File: src/rtl/game_pkg.sv
// Shared game definitions: player state encoding and keyboard codes used by
// the stickman controller and the obstacle blocks.
package game_pkg;

    // Player state; the numeric values are what state_o reports.
    typedef enum logic [1:0] {
        ST_RUN  = 2'd0,
        ST_RISE = 2'd1,
        ST_FALL = 2'd2,
        ST_DUCK = 2'd3
    } stick_state_e;

    localparam int STATE_W = 2;

    // Keyboard scan codes.
    localparam logic [7:0] KEY_JUMP = 8'h2C;
    localparam logic [7:0] KEY_DUCK = 8'h51;

endpackage

File: src/rtl/frame_tick.sv
// Frame strobe synchroniser: brings the asynchronous frame_clk level into the
// Clk domain and emits a single-cycle tick on each of its rising edges.
module frame_tick (
    input  logic Clk,
    input  logic Reset_n,
    input  logic clear,
    input  logic frame_clk,
    output logic tick
);

    logic [1:0] sync;
    logic       prev;

    // Two-flop synchroniser followed by a registered rising-edge detector.
    always_ff @(posedge Clk or negedge Reset_n) begin
        if (!Reset_n) begin
            sync <= '0;
            prev <= 1'b0;
            tick <= 1'b0;
        end else if (clear) begin
            sync <= '0;
            prev <= 1'b0;
            tick <= 1'b0;
        end else begin
            sync <= {sync[0], frame_clk};
            prev <= sync[1];
            tick <= sync[1] & ~prev;
        end
    end

endmodule

File: src/rtl/stickman_ctrl.sv
// Stickman player controller: run/jump/fall/duck state machine with simple
// ballistic motion once per frame, run-cycle animation paging, and the
// per-pixel sprite lookup against an external row ROM.
module stickman_ctrl
    import game_pkg::*;
#(
    parameter int X_POS   = 100,
    parameter int Y_START = 250,
    parameter int Y_MIN   = 10,
    parameter int SPR_W   = 56,
    parameter int SPR_H   = 80,
    parameter int DUCK_H  = 48,
    parameter int N_RUN   = 9,
    parameter int FPP     = 2,
    parameter int V_JUMP  = 12,
    parameter int V_CUT   = 4,
    parameter int GRAV    = 1,
    parameter int V_MAX   = 10,
    parameter int ADDR_W  = 10
) (
    input  logic              Clk,
    input  logic              Reset_n,
    input  logic              frame_clk,
    input  logic              restart,
    input  logic [7:0]        keycode,
    input  logic [9:0]        DrawX,
    input  logic [9:0]        DrawY,
    input  logic [9:0]        GroundY,
    output logic [ADDR_W-1:0] rom_addr,
    input  logic [SPR_W-1:0]  rom_data,
    output logic [9:0]        StickmanTop,
    output logic [STATE_W-1:0] state_o,
    output logic              is_stickman
);

    localparam int PAGE_W = $clog2(N_RUN + 2);
    localparam int FC_W   = $clog2(FPP + 1);
    localparam int CW     = $clog2(SPR_W);

    // Gravity step with terminal-speed saturation.
    function automatic logic signed [11:0] vy_grav(input logic signed [11:0] v);
        logic signed [11:0] s;
        s = v + $signed(12'(GRAV));
        return (s > $signed(12'(V_MAX))) ? $signed(12'(V_MAX)) : s;
    endfunction

    // Early jump release caps the remaining upward speed.
    function automatic logic signed [11:0] rise_cut(input logic signed [11:0] v,
                                                    input logic               cut);
        if (cut && (v < -$signed(12'(V_CUT))))
            return -$signed(12'(V_CUT));
        return v;
    endfunction

    logic                tick;
    stick_state_e        state, st_n;
    logic [9:0]          y, y_n;
    logic signed [11:0]  vy, vy_n;
    logic [PAGE_W-1:0]   page, page_n, disp_page;
    logic [FC_W-1:0]     fcnt, fcnt_n;
    logic signed [11:0]  y_step;
    logic signed [11:0]  vy_upd;
    logic signed [10:0]  dx, dy;
    logic                in_box, duck_hide;
    logic [CW-1:0]       col_idx;

    frame_tick u_tick (
        .Clk       (Clk),
        .Reset_n   (Reset_n),
        .clear     (restart),
        .frame_clk (frame_clk),
        .tick      (tick)
    );

    assign y_step = $signed({2'b00, y}) + vy;
    assign vy_upd = rise_cut(vy_grav(vy), (state == ST_RISE) && (keycode != KEY_JUMP));

    // Next-frame state, position, velocity and animation counters.
    always_comb begin
        st_n   = state;
        y_n    = y;
        vy_n   = vy;
        page_n = page;
        fcnt_n = fcnt;
        unique case (state)
            ST_RUN: begin
                if (fcnt == FC_W'(FPP - 1)) begin
                    fcnt_n = '0;
                    page_n = (page == PAGE_W'(N_RUN - 1)) ? '0 : page + PAGE_W'(1);
                end else begin
                    fcnt_n = fcnt + FC_W'(1);
                end
                if (keycode == KEY_JUMP) begin
                    st_n = ST_RISE;
                    vy_n = -$signed(12'(V_JUMP));
                end else if (keycode == KEY_DUCK) begin
                    st_n = ST_DUCK;
                end else if (({2'b00, y} + 12'(SPR_H)) < {2'b00, GroundY}) begin
                    st_n = ST_FALL;
                    vy_n = '0;
                end
            end
            ST_DUCK: begin
                if (keycode != KEY_DUCK)
                    st_n = ST_RUN;
            end
            default: begin
                vy_n = vy_upd;
                if ((state == ST_RISE) && (vy_upd >= 0))
                    st_n = ST_FALL;
                if ((y_step + $signed(12'(SPR_H))) >= $signed({2'b00, GroundY})) begin
                    y_n  = GroundY - 10'(SPR_H);
                    vy_n = '0;
                    st_n = ST_RUN;
                end else if (y_step < $signed(12'(Y_MIN))) begin
                    y_n  = 10'(Y_MIN);
                    vy_n = '0;
                    st_n = ST_FALL;
                end else begin
                    y_n = y_step[9:0];
                end
            end
        endcase
    end

    // Player registers: restart wins over a coincident frame tick.
    always_ff @(posedge Clk or negedge Reset_n) begin
        if (!Reset_n) begin
            state <= ST_RUN;
            y     <= 10'(Y_START);
            vy    <= '0;
            page  <= '0;
            fcnt  <= '0;
        end else if (restart) begin
            state <= ST_RUN;
            y     <= 10'(Y_START);
            vy    <= '0;
            page  <= '0;
            fcnt  <= '0;
        end else if (tick) begin
            state <= st_n;
            y     <= y_n;
            vy    <= vy_n;
            page  <= page_n;
            fcnt  <= fcnt_n;
        end
    end

    // Displayed page: run cycle, shared airborne page, or the duck page.
    always_comb begin
        unique case (state)
            ST_RUN:  disp_page = page;
            ST_DUCK: disp_page = PAGE_W'(N_RUN + 1);
            default: disp_page = PAGE_W'(N_RUN);
        endcase
    end

    assign dx        = $signed({1'b0, DrawX}) - $signed(11'(X_POS));
    assign dy        = $signed({1'b0, DrawY}) - $signed({1'b0, y});
    assign in_box    = (dx >= 0) && (dx < $signed(11'(SPR_W))) &&
                       (dy >= 0) && (dy < $signed(11'(SPR_H)));
    assign duck_hide = (state == ST_DUCK) && (dy < $signed(11'(SPR_H - DUCK_H)));
    assign col_idx   = CW'(SPR_W - 1) - CW'(dx);

    assign rom_addr    = ADDR_W'(disp_page) * ADDR_W'(SPR_H) + ADDR_W'(dy);
    assign is_stickman = in_box && rom_data[col_idx] && !duck_hide;
    assign StickmanTop = (state == ST_DUCK) ? y + 10'(SPR_H - DUCK_H) : y;
    assign state_o     = state;

endmodule

File: config.mk
export PLATFORM = sky130hd
export DESIGN_NAME = stickman_ctrl
export DESIGN_NICKNAME = d
export VERILOG_FILES = /design/src/rtl/game_pkg.sv /design/src/rtl/frame_tick.sv /design/src/rtl/stickman_ctrl.sv
export SDC_FILE = /design/constraint.sdc
export NUM_CORES = 1
export LEC_CHECK = 0
export ABC_AREA = 1
export BUFFER_PORTS_ARGS = -buffer_cell sky130_fd_sc_hd__buf_2
export CORE_ASPECT_RATIO = 0.8
export CORE_MARGIN = 1.5
export CORE_UTILIZATION = 51
export DETAILED_ROUTE_END_ITERATION = 8
export PLACE_DENSITY_LB_ADDON = 0.05
export SKIP_CTS_REPAIR_TIMING = 1
export SLEW_MARGIN = 15
export SYNTH_ARGS = -nofsm -noshare
export SYNTH_HDL_FRONTEND = slang
export SYNTH_HIERARCHICAL = 1
export SYNTH_SLANG_ARGS = --single-unit
File: constraint.sdc
create_clock -name Clk -period 6.4 [get_ports Clk]
set_input_delay 1.92 -clock Clk [delete_from_list [all_inputs] [get_ports Clk]]
set_output_delay 1.92 -clock Clk [all_outputs]
set_load 0.01 [all_outputs]
==> results of run 1 <==
-- area by class of cell --
cell class | instances | share of cell area [%]
clock buffers | 5 | 1.95
flip-flops and latches | 34 | 13.4
repair buffers | 131 | 10.7
multi-input cells | 715 | 62.4
clock inverters | 3 | 1.07
well taps | 140 | 2.73
inverters | 132 | 7.75
-- worst max-delay path: stages --
cell and delay (ps):
buf_6 80, inv_4 30, ha_4 150, fa_2 400, o21ai_2 170, nand2_1 70, nand2_1 70, a21oi_2 60
xor2_1 200, inv_1 100, ha_4 250, buf_4 140, a31oi_2 190, o21ai_1 100, a21oi_1 170, xor2_1 180
xnor2_1 130, buf_2 140
-- placed cells by master, fill, tap and decap left out, types with 6 or more instances in the layout --
master   count
nor2_1      63
ha_1        60
nand2_2     10
dfstp_2      6
xnor2_1      7
nand4_1     12
nand3_1    119
o21ai_0     23
a21oi_1     27
buf_2      119
buf_4       11
inv_1      126
nand3_2     12
dfrtp_1     28
xor2_1      22
nand2_1    294
o21ai_1     10
-- worst max-delay path by stage --
stage	from	cells past startpoint	to	slack (ps)
3_3_place_gp	DrawY[0]	19	rom_addr[9]	-160
5_1_grt	DrawY[0]	19	rom_addr[9]	-350
6_report	DrawY[0]	18	rom_addr[9]	-70
4_1_cts	DrawY[0]	19	rom_addr[9]	-190
2_1_floorplan	DrawY[0]	17	rom_addr[9]	20
3_5_place_dp	DrawY[0]	19	rom_addr[9]	-170
-- cell families (layout without fill, tap and decap cells) --
kind of cell    after synthesis  after routing  share of synthesized area, %
compound gates               85             85                          8.72
buf+inv                     156            271                          11.8
flops                        34             34                          15.7
fa+ha+maj                    66             66                          15.6
xor+xnor                     29             29                          4.64
simple gates                535            535                          43.5
-- layer usage --
| layer | part of all wire (%) | vias to the layer above |
|---|---|---|
| li1 | - | 3144 |
| met1 | 50 | 2683 |
| met2 | 44 | 147 |
| met3 | 4.4 | 19 |
| met4 | 1.4 | 0 |
| met5 | 0 | - |
-- power groups by stage --
stage / registers (mW) / clock network (mW) / logic (mW)
2_1_floorplan: 0.304 / 0 / 1.19
3_3_place_gp: 0.334 / 0 / 1.54
3_5_place_dp: 0.334 / 0 / 1.55
4_1_cts: 0.331 / 0.341 / 1.56
5_1_grt: 0.340 / 0.351 / 1.83
6_report: 0.335 / 0.334 / 1.60
-- state kept, by name, indices dropped and copies added (netlist names) --
register / flops
u_tick/sync: 2
u_tick/tick: 1
vy: 12
y: 10
state_o: 2
u_tick/prev: 1
page: 4
fcnt: 2
-- per-stage QoR --
stage               setup WS, ps  TNS, ps
floorplan                   20.9        0
CTS                         -189     -189
finish                     -67.6    -67.6
detailed placement          -172     -172
global route                -349     -438
global placement            -163     -163
==> flow_summary.yaml, run 1 <==
run:
  drv_cap: 0
yosys:
  yosys-top-cells-area: "nand2_1 (20%), ha_1 (14%), dfrtp_1 (13%), nand3_1 (11%), inv_1 (8.7%)"
  async_reset_ff_share_pct: 100
  synth_edf_count: 0
  syn-num-nets: 1069
  ys_seq_area_share_pct: 15.7
  syn_area_per_cell_um2: 6.04
  yosysWarningCount: 6
  ys.flop_type: "dfrtp_1"
  syn_area_um2: 5470
  yosysTopAreaCell: "nand2_1"
  synth_top_area_share_pct: 20.2
  ys_ff_latch: 34
  synth_most_common_cell: "nand2_1"
  synthTopCellsByCount: "nand2_1 (294), inv_1 (127), nand3_1 (119)"
  syn_inst: 905
  yosys.cell_types.count: 45
finish:
  drive_gt1_share_pct: 19.1
  nNetsFinal: 1183
  seqCellArea_um2: 858
  n_antenna_cell: 0
  final_core_util_pct: 62.3
  layout.cells.non_filler: 1160
  synthToLayoutAreaGrowth_pct: 17.5
  fin_area_um2: 6430
  fillers: 1029
  multi_input_area_um2: 4010
cts:
  cts-buffers-inserted: 5
  clk_latency_ps: 290
  clkSlewWorstSetupHoldPaths_ps: 60
  cts_tree: "built"
  htree_levels: 2
  cts_max_path_buffers: 2
  clock-sinks: 34
  root_buffer: "clkbuf_16"
grt:
  grt_pass1_vias: 5560
  gr-usage-met1_pct: 39.6
  grtUsageTotal_pct: 28.9
  overflow: 0
  grt_busiest_layer: "met2"
  grt_first_pass_wirelength_mm: 26.4
  antenna_found_initial: 0
  grt_start_max_net_pins: 35
  gr-usage-met3_pct: 3.47
  use_met2_pct: 48.7
power_and_ir_drop:
  switching_share_pct: 51.0
  p_total_mw: 2.27
  power_density_nw_per_um2: 354
  p_switching_mw: 1.16
  pwr-share-comb_pct: 70.6
  p_clk_share_pct: 14.7
  irDropWorstVdd_mv: 0.310
  p_int_mw: 1.11
  pwr-share-seq_pct: 14.7
  p_leak_nw: 3.67
drt:
  vias: 5993
  vias_per_cell: 5.17
  finalWirelength_mm: 15.9
  wl_per_cell_um: 13.7
  drc: 0
  ant_nets: 0
  first_pass_iters: 5
  initialDrtViolationCount: 374
timing:
  slew_headroom_pct: 39.1
  fin_crit_sh_pct: 101
  slew_viol_final: 0
  rsz0062_at_grt: "true"
  timing.final.ws_setup_ps: -67.6
  setup_viol: 1
  fin_crit_ps: 6470
  achievable-frequency_mhz: 155
  finalHoldViolations: 0
  tightestPinTransition_ps: 906
  holdWs_ps: 422
  fin_worst_skew_ps: 7.63
setup_path:
  start_kind: "input pin"
  ff2ff_path_depth: 23
  cp_max_fo: 3
  r2r_setup_slack_ps: 2070
  cp.arrival_ps: 4550
  reg2reg_from: "vy[0]"
  critPathKind: "in -> out"
  end_kind: "primary output"
  required_ps: 4480
  r2r_end: "state_o[1]"
placement:
  dp_cells: 1152
  hpwl_mm: 12.6
  placed_area_um2: 6180
  place.gp.congestion: 0.920
  io_buffers: 120
hold_path:
  hold_path.class: "reg -> reg"
  hp-start: "u_tick/prev"
  holdPathStages: 1
  hold_end: "u_tick/tick"
run_status:
  violations: "setup timing"
  status: "complete, but fails checks"
die:
  dieArea_um2: 11400
  die_height_um: 95.6
  design.core.area_um2: 10300
  die_w_um: 119
  initial_core_util_pct: 53.0
  row_count: 33
  pin_count: 121
(Power assumes the default switching activity.)
==> run 2: changes to the inputs <==
--- a/config.mk
+++ b/config.mk
@@ -11,7 +11,7 @@
 export CORE_MARGIN = 1.5
 export CORE_UTILIZATION = 51
 export DETAILED_ROUTE_END_ITERATION = 8
-export PLACE_DENSITY_LB_ADDON = 0.05
+export PLACE_DENSITY = 0.8
 export SKIP_CTS_REPAIR_TIMING = 1
 export SLEW_MARGIN = 15
 export SYNTH_ARGS = -nofsm -noshare
==> flow_summary.yaml, run 2 (synthesized netlist as in run 1, its figures left out) <==
grt:
  overflow: 0
  grt_first_pass_wirelength_mm: 25.5
  grt_pass1_vias: 5534
  grt_start_max_net_pins: 35
  grtUsageTotal_pct: 27.4
  antenna_found_initial: 0
setup_path:
  cp_max_fo: 3
  critical-path-slowest-cell: "fa_2"
  crit_path_cell_trace: "buf_6, inv_4, ha_4, fa_2, o21ai_2, nand2_1, nand2_1, a21oi_2, xor2_2, inv_2, ha_4, buf_4, a31oi_2, o21ai_1, a21oi_1, xor2_1, xnor2_1, buf_2"
  end_kind: "primary output"
  required_ps: 4480
  crit_family: "adder cells"
  crit_start: "DrawY[0]"
  slowest_delay_ps: 390
  cp.arrival_ps: 4550
  reg2reg_from: "vy[0]"
  start_kind: "input pin"
  critPathBufInv: 5
  critPathKind: "in -> out"
cts:
  clock-sinks: 34
  clkSlewWorstSetupHoldPaths_ps: 50
  cts-buffers-inserted: 5
  cts_max_path_buffers: 2
  htree_levels: 2
  cts_tree: "built"
  root_buffer: "clkbuf_16"
  clk_latency_ps: 280
finish:
  nNetsFinal: 1185
  final_common_cell: "nand2_1"
  multi_input_area_um2: 4020
  layout_common_cells: "nand2_1 (294), inv_1 (125), nand3_1 (119), buf_2 (119), nor2_1 (63)"
  drive_gt1_share_pct: 19.4
  synthToLayoutAreaGrowth_pct: 17.1
  n_antenna_cell: 0
  top_regs: "vy (12), y (10), page (4)"
  fillers: 1002
  largest_register_ffs: 12
  layout.cells.non_filler: 1162
  fin_area_um2: 6400
  top_register: "vy"
  seqCellArea_um2: 858
timing:
  rsz0062_at_grt: "true"
  setup_viol: 1
  timing.final.ws_setup_ps: -67.9
  tightestPinTransition_ps: 880
  slew_viol_final: 0
  finalHoldViolations: 0
  achievable-frequency_mhz: 155
  fin_crit_sh_pct: 101
  fin_crit_ps: 6470
  fin_worst_skew_ps: 4.56
  slew_headroom_pct: 41.3
die:
  row_count: 33
  initial_core_util_pct: 53.0
  design.core.area_um2: 10300
  pin_count: 121
  die_w_um: 119
  dieArea_um2: 11400
  die_height_um: 95.6
drt:
  initialDrtViolationCount: 442
  wl_per_cell_um: 12.8
  vias_per_cell: 5.22
  drc: 0
  finalWirelength_mm: 14.9
  vias: 6063
  ant_nets: 0
  first_pass_iters: 6
placement:
  hpwl_mm: 12.2
  place.gp.congestion: 0.908
  placed_area_um2: 6190
  io_buffers: 120
  dp_cells: 1153
power_and_ir_drop:
  switching_share_pct: 52.1
  p_clk_share_pct: 11.1
  p_leak_nw: 3.66
  p_switching_mw: 1.14
  pwr-share-seq_pct: 15.1
  power_density_nw_per_um2: 343
  pwr-share-comb_pct: 73.8
  irDropWorstVdd_mv: 0.332
  p_int_mw: 1.05
run_status:
  violations: "setup timing"
  status: "complete, but fails checks"
run:
  drv_cap: 0
hold_path:
  hp-start: "u_tick/prev"
  hold_path.class: "reg -> reg"
-- run 2: area by class of cell --
cell class	count	area share, %
timing repair buffer	133	11.0
multi-input combinational	715	62.8
clock inverter	1	0.0782
tap	140	2.74
sequential	34	13.4
clock buffer	7	2.23
inverter	132	7.78
-- run 2: worst register-to-register path: cells and delay by family (launching register included) --
kind / cells / cell delay, ps
flip-flops: 1 / 500
buffers and inverters: 3 / 250
XOR/XNOR: 1 / 170
adder cells (fa/ha/maj): 3 / 950
AND/OR/NAND/NOR: 15 / 1980
AO/OA/AOI/OAI: 2 / 270
-- run 2: power by group through the flow --
stage | clock (mW) | sequential (mW) | combinational, mW
finish | 0.244 | 0.331 | 1.62
global route | 0.256 | 0.337 | 1.82
CTS | 0.245 | 0.329 | 1.56
detailed placement | 0 | 0.332 | 1.56
floorplan | 0 | 0.304 | 1.19
global placement | 0 | 0.331 | 1.53
-- run 2: metrics by stage --
| step | utilization [%] | TNS [ps] | setup slack [ps] | total power [mW] | hold WS [ps] |
|---|---|---|---|---|---|
| after floorplan | - | 0 | 20.9 | 1.50 | 392 |
| after detailed placement | 59.9 | -274 | -274 | 1.89 | 397 |
| final | 62.0 | -67.9 | -67.9 | 2.19 | 403 |
| after CTS | 61.4 | -276 | -276 | 2.14 | 404 |
| after global routing | 62.0 | -223 | -212 | 2.42 | 410 |
| after global placement | 59.9 | -231 | -231 | 1.86 | 395 |
-- run 2: routing by layer --
metal / GRT usage (%) / part of all wire (%) / vias up / wire length, µm
met4: 5.62 / 0.87 / 0 / 130
met1: 38.1 / 50 / 2707 / 7390
met5: 0 / 0 / - / 0
li1: - / - / 3146 / -
met3: 3.47 / 6.1 / 11 / 907
met2: 45.8 / 44 / 199 / 6490
-- run 2: worst paths after layout --
kind	depth (start not counted)	end	slack [ps]
max in group asynchronous	1	vy[7]	4190
setup / recovery	18	rom_addr[9]	-70
hold reg to reg	1	u_tick/tick	400
min in group asynchronous	1	page[3]	1710
hold / removal	1	u_tick/tick	400
setup reg to reg	24	state_o[0]	2240
==> run 3: changes to the inputs <==
--- a/config.mk
+++ b/config.mk
@@ -7,11 +7,12 @@
 export LEC_CHECK = 0
 export ABC_AREA = 1
 export BUFFER_PORTS_ARGS = -buffer_cell sky130_fd_sc_hd__buf_2
+export CAP_MARGIN = 20
 export CORE_ASPECT_RATIO = 0.8
 export CORE_MARGIN = 1.5
 export CORE_UTILIZATION = 51
 export DETAILED_ROUTE_END_ITERATION = 8
-export PLACE_DENSITY = 0.8
+export PLACE_DENSITY = 0.84
 export SKIP_CTS_REPAIR_TIMING = 1
 export SLEW_MARGIN = 15
 export SYNTH_ARGS = -nofsm -noshare
==> flow_summary.yaml, run 3 (synthesized netlist as in run 1, its figures left out) <==
run_status:
  status: "complete, but fails checks"
  violations: "setup timing"
timing:
  fin_worst_skew_ps: 4.22
  slew_headroom_pct: 32.8
  fin_crit_ps: 6550
  slew_viol_final: 0
  finalHoldViolations: 0
  achievable-frequency_mhz: 153
  fin_crit_sh_pct: 102
  tightestPinTransition_ps: 1010
  setup_viol: 1
  timing.setup.tns_ps: -152
  rsz0062_at_grt: "true"
  timing.final.ws_setup_ps: -152
setup_path:
  cp_max_fo: 2
  cp-endpoint: "rom_addr[9]"
  crit_start: "DrawY[0]"
  reg2reg_from: "vy[0]"
  ff2ff_path_depth: 24
  cp.arrival_ps: 4630
  start_kind: "input pin"
  r2r_setup_slack_ps: 2230
  required_ps: 4480
  r2r_end: "state_o[0]"
  critPathKind: "in -> out"
  end_kind: "primary output"
hold_path:
  hold_path.class: "reg -> reg"
die:
  initial_core_util_pct: 53.0
  row_count: 33
  design.core.area_um2: 10300
  pin_count: 121
  die_w_um: 119
  dieArea_um2: 11400
  die_height_um: 95.6
finish:
  top_register: "vy"
  largest_register_ffs: 12
  n_antenna_cell: 0
  drive_gt1_share_pct: 19.5
  fin_area_um2: 6420
  nNetsFinal: 1186
  final_common_cell: "nand2_1"
  fillers: 1005
  top_regs: "vy (12), y (10), page (4)"
  synthToLayoutAreaGrowth_pct: 17.5
  layout_common_cells: "nand2_1 (294), inv_1 (126), nand3_1 (119), buf_2 (119), nor2_1 (63)"
cts:
  cts_tree: "built"
  clkSlewWorstSetupHoldPaths_ps: 50
  root_buffer: "clkbuf_16"
  cts-buffers-inserted: 5
  clock-sinks: 34
  clk_latency_ps: 280
  cts_max_path_buffers: 2
  htree_levels: 2
drt:
  ant_nets: 0
  wl_per_cell_um: 13.3
  initialDrtViolationCount: 470
  vias: 6221
  drc: 0
  vias_per_cell: 5.35
  finalWirelength_mm: 15.4
  first_pass_iters: 5
placement:
  placed_area_um2: 6190
  place.gp.congestion: 0.900
  hpwl_mm: 12.4
  io_buffers: 120
grt:
  grtUsageTotal_pct: 27.4
  overflow: 0
  grt_first_pass_wirelength_mm: 25.4
  grt_start_max_net_pins: 35
  grt_pass1_vias: 5489
  antenna_found_initial: 0
run:
  drv_cap: 0
power_and_ir_drop:
  power_density_nw_per_um2: 349
  p_total_mw: 2.24
  irDropWorstVdd_mv: 0.444
  p_leak_nw: 3.67
==> run 3: cell types whose count changed in the layout (fill, tap and decap cells not counted), sizes merged <==
cell,delta
buf,+1
clkinv,-1
clkbuf,+1
==> run 3: layout make-up <==
class                   count  area (µm²)  area share, %
well taps                 140         175           2.73
repair buffers            134         712           11.1
clock buffers               8         166           2.59
flip-flops and latches     34         858           13.4
multi-input cells         715        4020           62.5
inverters                 132         498           7.75
==> run 3: critical path, stage by stage <==
cell,delay (ps)
buf_6,80
inv_4,30
ha_4,150
fa_2,400
o21ai_2,150
nand2_1,70
nand2_1,70
a21oi_2,60
xor2_1,240
inv_1,120
ha_4,260
a21oi_2,130
inv_1,60
a31oi_2,160
o21ai_1,100
a21oi_1,170
xor2_1,180
xnor2_1,130
buf_2,140
==> run 3: worst min-delay path by stage <==
stage	startpoint	to	slack, ps	cells past startpoint
finish	u_tick/prev	u_tick/tick	410	1
global route	u_tick/prev	u_tick/tick	420	1
CTS	u_tick/prev	u_tick/tick	410	1
detailed placement	u_tick/prev	u_tick/tick	410	1
global placement	u_tick/prev	u_tick/tick	400	1
floorplan	u_tick/prev	u_tick/tick	390	1
==> run 3: power breakdown <==
| group | total (mW) | internal, mW | switching [mW] |
|---|---|---|---|
| Combinational | 1.64 | 0.641 | 0.996 |
| Sequential | 0.336 | 0.262 | 0.0743 |
| Clock | 0.268 | 0.176 | 0.0920 |
| Total | 2.24 | 1.08 | 1.16 |
==> run 3: per-stage QoR <==
step / std cells / util (%) / worst slack (ps) / hold WS, ps
after floorplan: 905 / - / 20.9 / 392
after global placement: 1153 / 59.9 / -232 / 397
after detailed placement: 1153 / 59.9 / -274 / 408
after CTS: 1161 / 61.6 / -281 / 412
after global routing: 1163 / 62.2 / -310 / 418
final: 1163 / 62.2 / -152 / 413
==> run 3: per-layer routing <==
metal	share of wire, %	track usage [%]	vias to the layer above
met5	0	0	-
met4	1.6	6.43	0
met3	6.5	3.17	22
met2	45	46.5	242
met1	47	37.6	2801
li1	-	-	3156
